===== config.mk =====
export PLATFORM = sky130hd
export DESIGN_NAME = pulse_stretcher_mc
export DESIGN_NICKNAME = d
export VERILOG_FILES = /design/src/rtl/pulse_stretcher_mc.sv
export SDC_FILE = /design/constraint.sdc
export NUM_CORES = 1
export LEC_CHECK = 0
export BUFFER_PORTS_ARGS = -buffer_cell sky130_fd_sc_hd__buf_2
export CAP_MARGIN = 20
export CORE_MARGIN = 4
export CORE_UTILIZATION = 35
export DETAILED_ROUTE_END_ITERATION = 7
export PLACE_DENSITY = 0.49
export SETUP_SLACK_MARGIN = 0.15
export SYNTH_ARGS = -nofsm -noshare
export SYNTH_HDL_FRONTEND = slang
export SYNTH_SLANG_ARGS = --single-unit

===== constraint.sdc =====
create_clock -name clk -period 5.7 [get_ports clk]
set_input_delay 0.57 -clock clk [delete_from_list [all_inputs] [get_ports clk]]
set_output_delay 0.57 -clock clk [all_outputs]
set_load 0.02 [all_outputs]

===== src/rtl/pulse_stretcher_mc.sv =====
// pulse_stretcher_mc: multi-channel programmable pulse stretcher, one-shot or retriggerable per channel.
// Define PULSE_STRETCH_EDGE_EN to trigger on rising edges of pulse_in instead of its level.
module pulse_stretcher_mc #(
  parameter int CHANNELS    = 4,
  parameter int CNT_W       = 25,
  parameter int SEL_W       = 2,
  parameter int DEFAULT_LEN = 5000
) (
  input  logic                clk,
  input  logic                reset,
  input  logic [CHANNELS-1:0] pulse_in,
  input  logic [CHANNELS-1:0] mode,
  input  logic                len_we,
  input  logic [SEL_W-1:0]    len_sel,
  input  logic [CNT_W-1:0]    len_data,
  output logic [CHANNELS-1:0] pulse_out,
  output logic [CHANNELS-1:0] done,
  output logic                busy
);
  logic [CNT_W-1:0]    cnt_q [CHANNELS];
  logic [CNT_W-1:0]    cnt_d [CHANNELS];
  logic [CNT_W-1:0]    len_q [CHANNELS];
  logic [CNT_W-1:0]    len_d [CHANNELS];
  logic [CHANNELS-1:0] trig, pulse_out_d, pulse_out_q, done_d, done_q;
  logic                busy_d, busy_q;
`ifdef PULSE_STRETCH_EDGE_EN
  logic [CHANNELS-1:0] prev_q, prev_d;
  assign prev_d = pulse_in;
  assign trig   = pulse_in & ~prev_q;
  always_ff @(posedge clk) prev_q <= reset ? '0 : prev_d;
`else
  assign trig = pulse_in;
`endif
  // Loads read the registered length, so a same-cycle write only affects later loads.
  always_comb begin
    for (int i = 0; i < CHANNELS; i++) begin
      cnt_d[i] = (trig[i] && len_q[i] != '0 && (cnt_q[i] == '0 || mode[i])) ? len_q[i] :
                 (cnt_q[i] != '0) ? cnt_q[i] - CNT_W'(1) : '0;
      len_d[i] = (len_we && int'(len_sel) == i) ? len_data : len_q[i];
      pulse_out_d[i] = cnt_d[i] != '0;
      done_d[i] = cnt_q[i] != '0 && cnt_d[i] == '0;
    end
  end
  assign busy_d = |pulse_out_d;
  always_ff @(posedge clk) begin
    for (int i = 0; i < CHANNELS; i++) begin
      cnt_q[i] <= reset ? '0 : cnt_d[i];
      len_q[i] <= reset ? CNT_W'(DEFAULT_LEN) : len_d[i];
    end
    pulse_out_q <= reset ? '0 : pulse_out_d;
    done_q      <= reset ? '0 : done_d;
    busy_q      <= reset ? 1'b0 : busy_d;
  end
  assign pulse_out = pulse_out_q;
  assign done      = done_q;
  assign busy      = busy_q;
endmodule


==> flow_metrics.tcl <==
set metrics [dict create \
    status "finished, final reports clean" \
    clockBufferDepth 3 \
    cp-end-kind "flip-flop" \
    synth_fp_nets 1348 \
    mostFrequentLayoutCells "nand2_1 (260), dfxtp_1 (209), a21oi_1 (168), nor2_1 (120), nor3_1 (76)" \
    nets 1354 \
    cts-root-buf "clkbuf_16" \
    synth_area_um2 10050 \
    drt_iter0_markers 675 \
    ys_warn_count 0 \
    synth.yosys.seq_area_share_pct 41.61 \
    design.core.area_um2 28090 \
    die_area_um2 31500 \
    setup_viol 0 \
    synth_top_area_share_pct 41.61 \
    leakagePower_nw 4.200 \
    io_pins 47 \
    vias 9203 \
    hp-class "input pin to flip-flop" \
    drv_cap 0 \
    layout-drive-gt1-share_pct 9.398 \
    timing.critical_path.fanout_max 33 \
    antenna_left 0 \
    ys_async_sr_fraction_pct 0 \
    period_needed_ps 4273 \
    row_count 61 \
    antenna_found_initial 0 \
    cts_tree "built" \
    grt_usage_pct 19.35 \
    synthDominantAreaCellType "dfxtp_1" \
    viasPerCell 5.388 \
    postSynthAreaPerCell_um2 7.699 \
    finalCritPeriodShare_pct 74.97 \
    numCtsBuffers 25 \
    ir_drop_uv 341.7 \
    gp_congestion 0.8579 \
    cts_hold_buf 0 \
    final.setup.tns_ps 0 \
    overflow 0 \
    die_h_um 177.5 \
    final_common_cell "nand2_1" \
    wl_per_cell_um 17.96 \
    synthCells 1306 \
    cts_resized 0 \
    timing.final.ws_setup_ps 1427 \
    clkSinkCount 209 \
    clkTransAtPathRegs_ps 60 \
    grt_max_degree 91 \
    ys_ff_latch 209 \
    skew_ps 18.51 \
    cpMaxStageDelayCell "nor4_1" \
    die_w_um 177.5 \
    drt-total-wl_um 30680 \
    cp.arrival_ps 4630 \
    synthFlopType "dfxtp_1" \
    dpl_worst_slack_ps 1484 \
    synth_edf_count 0 \
    port_buffers 46 \
    hold_viol_final 0 \
    synth_area_leaders "dfxtp_1 (42%), nand2_1 (9.7%), a21oi_1 (8.4%)" \
    clk_latency_ps 530 \
    dpl.hpwl_um 21760 \
    num_antenna_cells 0 \
    syn2layout_area_growth_pct 13.50 \
    synth.distinct_cells 62 \
    worst_hold_slack_ps 353.4 \
    slew_violations 0 \
    cp.required_ps 6060 \
    htreeDepth 1 \
    power.density_nw_per_um2 582.6 \
    worstMarginPinSlew_ps 987.2 \
    cp_slowest_stage_delay_ps 800 \
    post_cts_buffers 0 \
    maxSlewHeadroom_pct 34.00 \
    post-place-cells 1662 \
    path_cells "inv_1 > ha_1 > nor3b_1 > nand4_1 > o21ai_1 > o21a_1 > buf_4 > nor2_1 > o31a_1 > nor4_1 > a41oi_1" \
    rsz0062_at_grt "no" \
    instances_no_fill 1708 \
    fmax_mhz 234.0 \
    grt_pass1_wl_um 48930 \
    drc 0 \
    first_pass_iters 5 \
    grt_pass1_vias 8802 \
    worstSetupPathType "flip-flop to flip-flop" \
    cp-start-kind "flip-flop" \
    start_util_pct 35.80 \
]
[Yosys cell counts, types with 5 or more instances]
cell,count
a21oi_1,168
nand2_1,260
nor3b_1,13
and3_1,6
dfxtp_1,209
nand3_1,27
inv_1,14
or4_1,17
buf_1,7
nor3_1,76
o31ai_1,12
a31oi_1,5
buf_2,10
nand4_1,15
o21ai_0,11
a22oi_1,5
or3_1,31
nand3b_1,27
a211oi_1,9
nor2_1,121
xor2_1,26
nor4_1,43
xnor2_1,39
mux2i_1,16
clkbuf_1,62
o41ai_1,9
[power by group]
group	internal (mW)	leakage [nW]	switching, mW
Combinational	1.17	2.06	1.75
Clock	1.02	0.432	0.637
Sequential	1.75	1.71	0.322
Total	3.94	4.20	2.71
[through the flow]
stage | total power, mW | area [um^2] | utilization [%]
floorplan | 4.294 | 10050 | -
global placement | 5.017 | 10540 | 37.54
detailed placement | 4.997 | 10540 | 37.54
CTS | 6.698 | 11410 | 40.61
global route | 7.188 | 11410 | 40.63
finish | 6.649 | 11410 | 40.63
[critical path, delay by kind of cell, from the launching register on]
kind,cells,cell delay [ps]
adders and majority gates,1,180
buffers and inverters,2,500
AOI/OAI and AO/OA,4,1320
and+or+nand+nor,4,1760
DFF,1,340
[kinds of logic (layout without fill, tap and decap cells)]
group,Yosys count,count (layout),synth area share [%]
xor+xnor,65,65,5.662
simple gates,668,668,32.28
fa+ha+maj,5,5,0.5973
mux,20,20,2.041
flops,209,209,41.61
compound gates,244,244,14.05
buf+inv,95,119,3.758
[registers in the layout, summed over array words and instances, names as in the netlist]
signal,cells
len_q,100
busy,1
cnt_q,100
pulse_out,4
done,4
[layout make-up]
cell class	count	area (um^2)
multi-input combinational	1002	5500
sequential	209	4184
inverter	14	52.55
clock buffer	38	774.5
fill	2976	16670
timing repair buffer	60	339.1
tap	378	473.0
clock inverter	7	88.84
[worst paths after layout]
path	slack [ps]	depth (start not counted)	startpoint	endpoint
max	1430	11	cnt_q[1][0]$_SDFF_PP0_	busy$_SDFF_PP0_
max reg2reg	1430	11	cnt_q[1][0]$_SDFF_PP0_	busy$_SDFF_PP0_
min	350	3	len_data[1]	len_q[1][1]$_SDFFE_PP0P_
min reg2reg	470	2	len_q[0][18]$_SDFFE_PP0P_	len_q[0][18]$_SDFFE_PP0P_
[metal layers]
| metal | vias up | wire [um] | global-route usage [%] |
|---|---|---|---|
| met4 | 0 | 618 | 4.061 |
| li1 | 4617 | - | - |
| met5 | - | 0 | 0 |
| met3 | 46 | 1532 | 2.727 |
| met2 | 183 | 14420 | 32.30 |
| met1 | 4357 | 14110 | 26.75 |
Power figures use the tool's default switching activity.
